--- src/rtl/exh_stim_pkg.sv ---
// Shared types and helpers for the exhaustive-stimulus capture block:
// FSM state encoding, pattern-count computation and parameter range checks.
package exh_stim_pkg;

  typedef enum logic [2:0] {
    ST_IDLE   = 3'd0,
    ST_SETTLE = 3'd1,
    ST_SAMPLE = 3'd2,
    ST_EMIT   = 3'd3,
    ST_DONE   = 3'd4
  } state_e;

  // Number of exhaustive patterns for an n-input circuit.
  function automatic int npat_f(input int n_in);
    return 1 << n_in;
  endfunction

  // Circuit width is limited so the response vector stays a practical size.
  function automatic bit n_in_legal(input int n_in);
    return (n_in >= 1) && (n_in <= 10);
  endfunction

  // At least one settle cycle is needed before the output is sampled.
  function automatic bit settle_legal(input int settle);
    return settle >= 1;
  endfunction

endpackage

--- src/rtl/exh_pat_counter.sv ---
// Pattern register for the exhaustive sweep: synchronous clear, increment
// enable that never wraps past the all-ones terminal pattern, terminal flag.
module exh_pat_counter #(
  parameter int N_IN = 5
) (
  input  logic            clk,
  input  logic            rst,
  input  logic            clr,
  input  logic            inc,
  output logic [N_IN-1:0] pat,
  output logic            last
);

  logic [N_IN-1:0] pat_q, pat_d;

  // Next pattern: clear has priority, increment stops at the terminal pattern.
  always_comb begin
    pat_d = pat_q;
    if (clr) begin
      pat_d = '0;
    end else if (inc && !last) begin
      pat_d = pat_q + 1'b1;
    end
  end

  // Pattern register with synchronous reset.
  always_ff @(posedge clk) begin
    if (rst) begin
      pat_q <= '0;
    end else begin
      pat_q <= pat_d;
    end
  end

  assign pat  = pat_q;
  assign last = &pat_q;

endmodule

--- src/rtl/exh_pattern_capture.sv ---
// Exhaustive-stimulus sequencer and response capture. Walks every input
// pattern in ascending order, holds each for SETTLE cycles, samples the
// circuit output, streams the (pattern, response) pair over valid/ready and
// accumulates the full response vector and ones-count.
// Optional golden comparison is built when GOLDEN_CMP_EN is defined.
module exh_pattern_capture
  import exh_stim_pkg::*;
#(
  parameter int  N_IN   = 5,
  parameter int  SETTLE = 1,
  localparam int NPAT   = npat_f(N_IN)
) (
  input  logic            CK,
  input  logic            reset,
  input  logic            start,
  output logic [N_IN-1:0] pat_out,
  input  logic            dut_out,
  output logic            busy,
  output logic            done,
  output logic            resp_valid,
  input  logic            resp_ready,
  output logic [N_IN-1:0] resp_pat,
  output logic            resp_bit,
  output logic [NPAT-1:0] resp_vec,
`ifdef GOLDEN_CMP_EN
  input  logic [NPAT-1:0] golden,
  output logic            mismatch,
  output logic [N_IN-1:0] first_mm_idx,
`endif
  output logic [N_IN:0]   ones_cnt
);

  if (!n_in_legal(N_IN)) begin : g_bad_n_in
    $error("exh_pattern_capture: N_IN must be in 1..10");
  end
  if (!settle_legal(SETTLE)) begin : g_bad_settle
    $error("exh_pattern_capture: SETTLE must be >= 1");
  end

  localparam int            CW         = (SETTLE > 1) ? $clog2(SETTLE) : 1;
  localparam logic [CW-1:0] CNT_RELOAD = CW'(SETTLE - 1);

  state_e          state_q, state_d;
  logic [CW-1:0]   cnt_q, cnt_d;
  logic [N_IN-1:0] resp_pat_q, resp_pat_d;
  logic            resp_bit_q, resp_bit_d;
  logic [NPAT-1:0] resp_vec_q, resp_vec_d;
  logic [N_IN:0]   ones_cnt_q, ones_cnt_d;
  logic            pat_clr, pat_inc, pat_last;
  logic [N_IN-1:0] pat;
`ifdef GOLDEN_CMP_EN
  logic            mismatch_q, mismatch_d;
  logic [N_IN-1:0] first_mm_q, first_mm_d;
`endif

  exh_pat_counter #(.N_IN(N_IN)) u_pat_counter (
    .clk  (CK),
    .rst  (reset),
    .clr  (pat_clr),
    .inc  (pat_inc),
    .pat  (pat),
    .last (pat_last)
  );

  // Sweep FSM next-state and capture datapath.
  always_comb begin
    state_d    = state_q;
    cnt_d      = cnt_q;
    resp_pat_d = resp_pat_q;
    resp_bit_d = resp_bit_q;
    resp_vec_d = resp_vec_q;
    ones_cnt_d = ones_cnt_q;
    pat_clr    = 1'b0;
    pat_inc    = 1'b0;
`ifdef GOLDEN_CMP_EN
    mismatch_d = mismatch_q;
    first_mm_d = first_mm_q;
`endif
    case (state_q)
      ST_IDLE, ST_DONE: begin
        if (start) begin
          pat_clr    = 1'b1;
          resp_vec_d = '0;
          ones_cnt_d = '0;
          cnt_d      = CNT_RELOAD;
          state_d    = ST_SETTLE;
`ifdef GOLDEN_CMP_EN
          mismatch_d = 1'b0;
          first_mm_d = '0;
`endif
        end
      end
      ST_SETTLE: begin
        if (cnt_q == '0) begin
          state_d = ST_SAMPLE;
        end else begin
          cnt_d = cnt_q - 1'b1;
        end
      end
      ST_SAMPLE: begin
        resp_bit_d      = dut_out;
        resp_pat_d      = pat;
        resp_vec_d[pat] = dut_out;
        // Cannot overflow: at most NPAT ones, which fits in N_IN+1 bits.
        ones_cnt_d      = ones_cnt_q + (N_IN + 1)'(dut_out);
`ifdef GOLDEN_CMP_EN
        if (dut_out != golden[pat]) begin
          mismatch_d = 1'b1;
          if (!mismatch_q) begin
            first_mm_d = pat;
          end
        end
`endif
        state_d = ST_EMIT;
      end
      ST_EMIT: begin
        // Pair is held until the writer accepts it; no resampling meanwhile.
        if (resp_ready) begin
          if (pat_last) begin
            state_d = ST_DONE;
          end else begin
            pat_inc = 1'b1;
            cnt_d   = CNT_RELOAD;
            state_d = ST_SETTLE;
          end
        end
      end
      default: begin
        state_d = ST_IDLE;
      end
    endcase
  end

  // State and capture registers; reset discards any partial sweep.
  always_ff @(posedge CK) begin
    if (reset) begin
      state_q    <= ST_IDLE;
      cnt_q      <= '0;
      resp_pat_q <= '0;
      resp_bit_q <= 1'b0;
      resp_vec_q <= '0;
      ones_cnt_q <= '0;
`ifdef GOLDEN_CMP_EN
      mismatch_q <= 1'b0;
      first_mm_q <= '0;
`endif
    end else begin
      state_q    <= state_d;
      cnt_q      <= cnt_d;
      resp_pat_q <= resp_pat_d;
      resp_bit_q <= resp_bit_d;
      resp_vec_q <= resp_vec_d;
      ones_cnt_q <= ones_cnt_d;
`ifdef GOLDEN_CMP_EN
      mismatch_q <= mismatch_d;
      first_mm_q <= first_mm_d;
`endif
    end
  end

  assign pat_out    = pat;
  assign busy       = (state_q == ST_SETTLE) || (state_q == ST_SAMPLE) || (state_q == ST_EMIT);
  assign done       = (state_q == ST_DONE);
  assign resp_valid = (state_q == ST_EMIT);
  assign resp_pat   = resp_pat_q;
  assign resp_bit   = resp_bit_q;
  assign resp_vec   = resp_vec_q;
  assign ones_cnt   = ones_cnt_q;
`ifdef GOLDEN_CMP_EN
  assign mismatch     = mismatch_q;
  assign first_mm_idx = first_mm_q;
`endif

endmodule

--- config.mk ---
export PLATFORM = sky130hd
export DESIGN_NAME = exh_pattern_capture
export DESIGN_NICKNAME = d
export VERILOG_FILES = /design/src/rtl/exh_stim_pkg.sv /design/src/rtl/exh_pat_counter.sv /design/src/rtl/exh_pattern_capture.sv
export SDC_FILE = /design/constraint.sdc
export NUM_CORES = 1
export LEC_CHECK = 0
export ABC_AREA = 1
export CAP_MARGIN = 20
export CELL_PAD_IN_SITES_DETAIL_PLACEMENT = 1
export CELL_PAD_IN_SITES_GLOBAL_PLACEMENT = 1
export CORE_ASPECT_RATIO = 0.8
export CORE_MARGIN = 4
export CORE_UTILIZATION = 40
export CTS_BUF_LIST = sky130_fd_sc_hd__clkbuf_8
export DETAILED_ROUTE_END_ITERATION = 7
export PLACE_DENSITY_LB_ADDON = 0.1
export REMOVE_ABC_BUFFERS = 1
export SKIP_LAST_GASP = 1
export SYNTH_ARGS = -nofsm -noshare
export SYNTH_HDL_FRONTEND = slang
export SYNTH_SLANG_ARGS = --single-unit
--- constraint.sdc ---
create_clock -name CK -period 3.3 [get_ports CK]
set_clock_uncertainty 0.15 [all_clocks]
set_input_delay 0.66 -clock CK [delete_from_list [all_inputs] [get_ports CK]]
set_output_delay 0.66 -clock CK [all_outputs]
set_load 0.01 [all_outputs]
# ---- Yosys cells after proc, flatten, opt, wreduce, memory -nomap -nowiden
# Index checks and enable logic that the tools add are counted.
dict set report word_totals {
  mem_count 0
  out_inout_bits 52
  ramBits 0
  register_bits 53
  romBits 0
  latch_bits 0
  inputBits 5
  elab_cells 56
}
dict set report classes {
  eq_ne 8
  n_addsub 3
  n_bitwise 0
  div_mod_pow 0
  n_reduce_logical 14
  shift 0
  order_cmp 2
  n_mul 0
  muxes 22
}
# op n
set op_table {}
lappend op_table {{case mux 32 bit (2 select lines)} 1}
lappend op_table {{bitwise mux 32 bit} 1}
lappend op_table {{2-to-1 mux 32 bit} 1}
lappend op_table {{2-to-1 mux 3 bit} 4}
lappend op_table {{case mux 3 bit (4 select lines)} 1}
lappend op_table {{case mux 6 bit (2 select lines)} 1}
lappend op_table {{2-to-1 mux 1 bit} 10}
lappend op_table {{adder 6 x 1 -> 6 bit} 1}
lappend op_table {{== test 3 x 2 -> 1 bit (second input constant)} 2}
lappend op_table {{< comparator 5 x 6 -> 1 bit (second input constant)} 1}
lappend op_table {{2-to-1 mux 6 bit} 1}
lappend op_table {{!= test 2 bit (second input constant)} 3}
lappend op_table {{adder 5 x 1 -> 5 bit (second input constant)} 1}
lappend op_table {{demux 1 bit (select 5 bit)} 1}
lappend op_table {{>= comparator 5 x 1 -> 1 bit (second input constant)} 1}
lappend op_table {{AND reduction 5 bit} 1}
lappend op_table {{AND reduction 4 bit} 1}
lappend op_table {{OR reduction 2 bit} 2}
lappend op_table {{== test 3 x 1 -> 1 bit (second input constant)} 1}
lappend op_table {{== test 3 bit (second input constant)} 1}
lappend op_table {{zero test 3 bit} 1}
lappend op_table {{case mux 1 bit (3 select lines)} 1}
lappend op_table {{AND reduction 3 bit} 1}
lappend op_table {{nonzero test 3 bit} 1}
lappend op_table {{7 further kinds} 9}

# ---- Depth between registers and ports, before layout
# Gate-level depths: netlist of the first run.
dict set report depth {
  depth_word 6
  mapped_depth 11
  ltp_nobuf 10
}

# ---- By module
# A second synthesis of the first run with hierarchy kept.
dict set report unflattened {
  cells_unflattened 370
  area_unflattened_um2 2528.7
}
# module seq_area_each_um2 cells_each area_each_um2 n_inst
set by_module_without_submodules {}
lappend by_module_without_submodules {exh_pattern_capture 940.9 336 2278.4 1}
lappend by_module_without_submodules {exh_pat_counter 100.1 34 250.2 1}

# ---- Worst setup path before layout of the first run
# No wires, ideal clock.
dict set report synth_timing {
  path_kind {reg2reg}
  from {reg u_pat_counter.pat_q[0], in the netlist u_pat_counter.pat[0]}
  to {reg u_pat_counter.pat_q[0], in the netlist u_pat_counter.pat[0]}
  setup_time_ns 0.121
  period_less_slack_ns 1.903
  required_ns 3.029
  n_path_buf 1
  setup_slack_ns 1.397
  arrival_time_ns 1.632
  stages_incl_launch_ff 12
  cell_sequence {dfxtp_1 ha_1 clkbuf_1 inv_1 nor2_1 ha_1 inv_1 nand2_1 nor2_2 inv_1 o21ai_1 a21oi_1}
}
dict set report synth_via {
  elab_chain_cells 5
  word_cells_on_any_way 7
  cone_classes {1 x add/sub; 3 x mux; 3 x reduce/logical}
}
# item line_no
set synth_rtl {}
lappend synth_rtl {{start, declared} exh_pat_counter.sv:14} ;# logic [N_IN-1:0] pat_q, pat_d;
lappend synth_rtl {{start signal, assigned} exh_pat_counter.sv:31} ;# pat_q <= pat_d;
lappend synth_rtl {{AND reduction 5 bit} exh_pat_counter.sv:36} ;# assign last = &pat_q;
lappend synth_rtl {{2-to-1 mux 1 bit} exh_pattern_capture.sv:119} ;# if (pat_last) begin
lappend synth_rtl {{2-to-1 mux 1 bit} exh_pattern_capture.sv:118} ;# if (resp_ready) begin
lappend synth_rtl {{2-to-1 mux 1 bit} exh_pattern_capture.sv:79} ;# case (state_q)
lappend synth_rtl {{logical AND 1 bit} exh_pat_counter.sv:21} ;# end else if (inc && !last) begin
# Parallel ways exist; a longest one is shown, timed or not.
# A chain may end at the register's enable or synchronous reset.

# ---- Worst setup path after layout of the first run
dict set report layout_timing {
  from {reg state_q[0]}
  to {out done}
}
dict set report layout_via {
  elab_chain_cells 1
}
# item line_no
set layout_rtl {}
lappend layout_rtl {{start, declared} exh_pattern_capture.sv:43} ;# state_e state_q, state_d;
lappend layout_rtl {{start signal, assigned} exh_pattern_capture.sv:148} ;# state_q <= state_d;
lappend layout_rtl {{== test 3 bit} exh_pattern_capture.sv:163} ;# assign done = (state_q == ST_DONE);
lappend layout_rtl {{end, declared} exh_pattern_capture.sv:19} ;# output logic done,
# No other way between the ends.

==> results of run 1 <==
-- flip-flops by register name (all words and copies together) (netlist names) --
| register | flops |
|---|---|
| resp_vec | 32 |
| ones_cnt | 6 |
| resp_pat | 5 |
| u_pat_counter.pat | 5 |
| state_q | 3 |
| resp_bit | 1 |
-- stage by stage --
step | area, sq um | power, uW | hold slack [ns] | worst slack, ns | instances
detailed placement | 3108 | 1131 | 0.3044 | 0.8099 | 484
global route | 3198 | 1586 | 0.3513 | 0.7281 | 492
finish | 3198 | 1491 | 0.3123 | 0.8411 | 492
global placement | 3108 | 1117 | 0.2992 | 0.8812 | 484
CTS | 3198 | 1505 | 0.3181 | 0.8243 | 492
floorplan | 2431 | 958.7 | 0.3267 | 1.468 | 345
-- worst max-delay path, cell delays in order, from the launching register on --
cell	delay, ns
dfxtp_1	0.37
nor2_1	0.26
inv_1	0.09
nor2_1	0.09
clkdlybuf4s50_1	0.54
-- area by class of cell --
| type | instances | area (sq um) | share of cell area (%) |
|---|---|---|---|
| Clock buffer | 6 | 82.58 | 2.582 |
| Clock inverter | 2 | 7.507 | 0.2347 |
| Inverter | 30 | 112.6 | 3.521 |
| Multi-Input combinational cell | 263 | 1277 | 39.95 |
| Sequential cell | 52 | 1041 | 32.55 |
| Tap cell | 81 | 101.3 | 3.169 |
| Timing Repair Buffer | 58 | 575.6 | 18.00 |
-- where the power goes --
group	internal (uW)	switching (uW)	leakage (uW)
registers	661	30.4	0.000420
clock network	166	211	0.0000538
logic	137	285	0.000667
total	964	526	0.00114
-- synthesized netlist by cell type --
cell | n | area, sq um
nand3_1 | 35 | 175.2
dfxtp_1 | 52 | 1041
nand4_1 | 5 | 31.28
inv_1 | 26 | 97.59
clkbuf_1 | 5 | 18.77
a21boi_0 | 1 | 7.510
o211ai_1 | 1 | 7.510
xor2_1 | 1 | 8.760
nor2_4 | 3 | 33.78
ha_1 | 7 | 87.58
a21oi_1 | 47 | 235.2
inv_2 | 4 | 15.01
nand2_1 | 100 | 375.4
o21ai_0 | 10 | 50.05
nor3_1 | 6 | 30.03
buf_6 | 3 | 33.78
nand2_8 | 1 | 20.02
o21bai_1 | 1 | 7.510
o21ai_1 | 2 | 10.01
nor2_1 | 36 | 135.1
buf_4 | 3 | 22.52
o31ai_2 | 1 | 12.51
clkbuf_8 | 1 | 13.76
a31oi_1 | 1 | 6.260
nand3_2 | 2 | 20.02
nor2_2 | 2 | 12.51
buf_2 | 6 | 30.03
nand2_4 | 1 | 11.26
-- cell families after synthesis --
| logic type | after synthesis | share of synthesized area [%] |
|---|---|---|
| and+or+nand+nor | 191 | 33.12 |
| AOI/OAI and AO/OA | 64 | 13.20 |
| DFF | 52 | 40.82 |
| buffers and inverters | 48 | 9.077 |
| adders and majority gates | 7 | 3.435 |
| xor gates and xnor gates | 1 | 0.3435 |
-- metal layers --
metal	up-vias	track usage, %	wire (um)
met2	44	35.67	3565
met4	0	3.734	42
met3	5	3.144	249
li1	1268	-	-
met5	-	0	0
met1	1224	26.93	3640
-- worst max path at each step --
stage,start,to,cells after the start
3_3_place_gp,dut_out,resp_vec[13]$_SDFFE_PP0P_,5
3_5_place_dp,dut_out,resp_vec[13]$_SDFFE_PP0P_,5
5_1_grt,state_q[0]$_SDFFE_PP0P_,done,4
4_1_cts,state_q[0]$_SDFFE_PP0P_,done,4
2_1_floorplan,u_pat_counter.pat[0]$_SDFFE_PP0P_,u_pat_counter.pat[0]$_SDFFE_PP0P_,10
6_report,state_q[0]$_SDFFE_PP0P_,done,4
==> flow_summary.toml, run 1 <==
[floorplan]
rows = 25
die_height_um = 79.42
start_util_pct = 42.24
core_sq_um = 6037
design.die.area_sq_um = 7724
die_w_um = 97.27
ioPinCount = 57

[outcome]
status = "finished, final reports clean"

[grt]
grtUsageTotal_pct = 20.32
grt_max_degree = 42
grt_pass1_vias = 2645
grt-ovfl-total = 0
antenna_found_initial = 0
grt_pass1_wl_mm = 12.90

[setup_path]
path_class = "register to output pin"
start_kind = "register"
worstSetupEndpointType = "output pin"
arrival_ns = 1.65
r2r-end = "u_pat_counter.pat[0]$_SDFFE_PP0P_"
r2r_start = "u_pat_counter.pat[0]$_SDFFE_PP0P_"
crit_required_ns = 2.49
reg2reg_depth = 10
critPathMaxFanout = 6
reg2reg_setup_slack_ns = 1.11

[clocking]
post_cts.repair.setup_buffers = 0
cts_resized = 0
numCtsBuffers = 5
cts_num_sinks = 52
cts_hold_buffers = 0
clockBufferDepth = 2
cts_tree = "done"
insertion_delay_ns = 0.30
cts.htree.levels = 2
root_buffer = "clkbuf_8"
clkTransAtPathRegs_ns = 0.09

[yosys]
synth_area_sq_um = 2550
synth_cell_types = 28
synth-seq-cells = 52
yosysSeqAreaShare_pct = 40.82
syn_inst = 363
syn_area_per_cell_sq_um = 7.025
yosysWarnings = 0

[min_path]
worstHoldStart = "resp_vec[19]$_SDFFE_PP0P_"
whs_path_depth = 2
min_to = "resp_vec[19]$_SDFFE_PP0P_"
hold_class = "register to register"

[pwr]
power.density_nw_per_um2 = 466.1
ir_drop_v = 0.0002902
leakage_uw = 0.001140

[finish]
antenna_cells = 0
utilization_pct = 52.97
final_common_cell = "nand2_1"
fill_cells = 783
finalNetCount = 422
syn_to_final_growth_pct = 25.42
final_cell_mix = "nand2_1 (100), clkdlybuf4s50_1 (56), dfxtp_1 (52)"
drive_gt1_share_pct = 5.353

[run]
max-cap-violations = 0

[sta]
clock.fmax_mhz = 406.7
final.period_utilization_pct = 74.51
finalHoldViolCount = 0
setup_violations = 0
period_needed_ns = 2.459
slew_headroom_pct = 52.60
rsz0062_at_grt = "no"
slew_violations = 0
worst_pin_slew_ns = 0.7099
tns_ns = 0

[detailed_routing]
drt-pass1-iter-count = 5
antenna_left = 0
drc = 0
via_per_inst = 5.165
wl_per_cell_um = 15.24
drt-initial-drc-count = 102
drt-total-wl_mm = 7.497
vias = 2541

[placed_design]
place_congestion = 0.7681
dp_hpwl_mm = 5.266
portBuffers = 56
(Power assumes the default switching activity.)
==> inputs of run 2 (changes only) <==
- CORE_UTILIZATION: 40 -> 37
- clock period: 3.3 -> 2.37 ns (I/O delays scaled with it)
==> run 2 against run 1 <==
Routed wire length fell by 1.5%. Non-clock buffer count rose by 5. Core utilization fell by 3.4 points. Highest routed layer unchanged. Register-to-register slack got worse by 0.70 ns.
==> flow_summary.toml, run 2 (synthesis results as in run 1) <==
[setup_path]
start_kind = "register"
path_class = "register to output pin"
critPathMaxStageDelay_ns = 0.54
reg2reg_depth = 10
worstPathCellList = "nor2_2, inv_1, nor2_1, clkdlybuf4s50_1"
crit_required_ns = 1.75
arrival_ns = 1.61
crit_slowest_cell = "clkdlybuf4s50_1"
worst-path-buf-inv = 2
critPathMaxFanout = 6
r2r_start = "u_pat_counter.pat[0]$_SDFFE_PP0P_"
reg2reg_setup_slack_ns = 0.41
worstSetupEndpointType = "output pin"
crit_family = "buffers and inverters"
r2r-end = "u_pat_counter.pat[1]$_SDFFE_PP0P_"

[grt]
grt_pass1_wl_mm = 12.63
antenna_found_initial = 0
grt-ovfl-total = 0
grt_pass1_vias = 2637
grtUsageTotal_pct = 19.15
grt_max_degree = 42

[clocking]
cts_num_sinks = 52
insertion_delay_ns = 0.31
numCtsBuffers = 5
cts.htree.levels = 2
post_cts.repair.setup_buffers = 0
clockBufferDepth = 2
clkTransAtPathRegs_ns = 0.09
cts_tree = "done"
root_buffer = "clkbuf_8"

[pwr]
seqPwrFrac_pct = 46.8
p_sw_share_pct = 35.69
p_int_uw = 1329
leakage_uw = 0.001161
p_comb_share_pct = 29.4
ir_drop_v = 0.0003261
pwr-share-clk_pct = 23.9
power.density_nw_per_um2 = 637.3
switchingPower_uw = 737.5

[finish]
final_common_cell = "nand2_1"
final_cell_mix = "nand2_1 (100), clkdlybuf4s50_1 (56), dfxtp_1 (52)"
antenna_cells = 0
finalNetCount = 427
drive_gt1_share_pct = 6.747
largest_reg_flops = 32
seqCellArea_sq_um = 1041
fill_cells = 844
syn_to_final_growth_pct = 27.13
multi_input_area_sq_um = 1280

[sta]
whs_ns = 0.3160
tns_ns = 0
period_needed_ns = 2.232
final.period_utilization_pct = 94.17
finalHoldViolCount = 0
rsz0062_at_grt = "no"
slew_violations = 0
worst_pin_slew_ns = 0.6881
clock.fmax_mhz = 448.1
slew_headroom_pct = 54.06
setup_violations = 0

[min_path]
whs_path_depth = 2
worstHoldStart = "resp_vec[17]$_SDFFE_PP0P_"
hold_class = "register to register"
min_to = "resp_vec[17]$_SDFFE_PP0P_"

[floorplan]
design.die.area_sq_um = 8292
start_util_pct = 39.00
ioPinCount = 57
die_height_um = 82.25
die_w_um = 100.8
rows = 26
core_sq_um = 6539

[detailed_routing]
antenna_left = 0
vias = 2518
drt-initial-drc-count = 93
drc = 0
wl_per_cell_um = 14.81
via_per_inst = 5.046
drt-total-wl_mm = 7.388
drt-pass1-iter-count = 4

[placed_design]
place_congestion = 0.8210
portBuffers = 56
dp_hpwl_mm = 5.403

[run]
max-cap-violations = 0

[outcome]
status = "finished, final reports clean"
## run 2: worst max path at each step
stage	from	end	slack (ns)	cells after the start
after global placement	dut_out	ones_cnt[4]$_SDFFE_PP0P_	0.34	7
after detailed placement	dut_out	ones_cnt[4]$_SDFFE_PP0P_	0.23	7
final	state_q[0]$_SDFFE_PP0P_	done	0.14	4
after CTS	state_q[0]$_SDFFE_PP0P_	done	0.04	4
after floorplan	u_pat_counter.pat[0]$_SDFFE_PP0P_	u_pat_counter.pat[0]$_SDFFE_PP0P_	0.54	10
after global routing	state_q[0]$_SDFFE_PP0P_	done	0.04	4
## run 2: worst reg2reg max path, delay by kind of cell (launching register included)
kind / cells / cell delay [ns]
AO/OA/AOI/OAI: 2 / 0.20
AND/OR/NAND/NOR: 3 / 0.34
adder cells (fa/ha/maj): 2 / 0.43
buffers and inverters: 3 / 0.39
flip-flops: 1 / 0.36
## run 2: per-stage QoR
step | utilization (%) | worst slack (ns) | instances | power (uW) | cell area (sq um)
6_report | 49.58 | 0.1381 | 499 | 2066 | 3242
5_1_grt | 49.58 | 0.03976 | 499 | 2199 | 3242
4_1_cts | 49.54 | 0.03736 | 499 | 2094 | 3239
3_5_place_dp | 48.35 | 0.2349 | 492 | 1596 | 3162
3_3_place_gp | 48.35 | 0.3425 | 492 | 1583 | 3162
2_1_floorplan | - | 0.5384 | 345 | 1335 | 2431
## run 2: repair_timing
item / CTS / global route
resized for setup: 0 / 1
hold buffers: 0 / 0
endpoints found under the setup margin: 0 / 1
## run 2: routing by layer
layer | track usage [%] | up-vias | part of all wire, %
li1 | - | 1280 | -
met1 | 25.71 | 1179 | 50
met2 | 31.47 | 50 | 46
met3 | 3.694 | 9 | 3.4
met4 | 5.384 | 0 | 1.1
met5 | 0 | - | 0
## run 2: final cells by class
class | instances | area share (%)
clock inverter | 2 | 0.2702
tap | 84 | 3.242
clock buffer | 5 | 2.123
multi-input combinational | 263 | 39.48
inverter | 30 | 3.474
sequential | 52 | 32.11
timing repair buffer | 63 | 19.30
## run 2: power by group through the flow
stage	Clock [uW]	Combinational (uW)	Sequential [uW]
2_1_floorplan	0	347	988
3_3_place_gp	0	600	983
3_5_place_dp	0	614	982
4_1_cts	512	619	963
5_1_grt	538	687	974
6_report	493	607	966
==> inputs of run 3 (changes only) <==
- SLEW_MARGIN: default -> 10
==> results of run 3 <==
No change in the layout: final DEF, timing and power equal those of run 2.
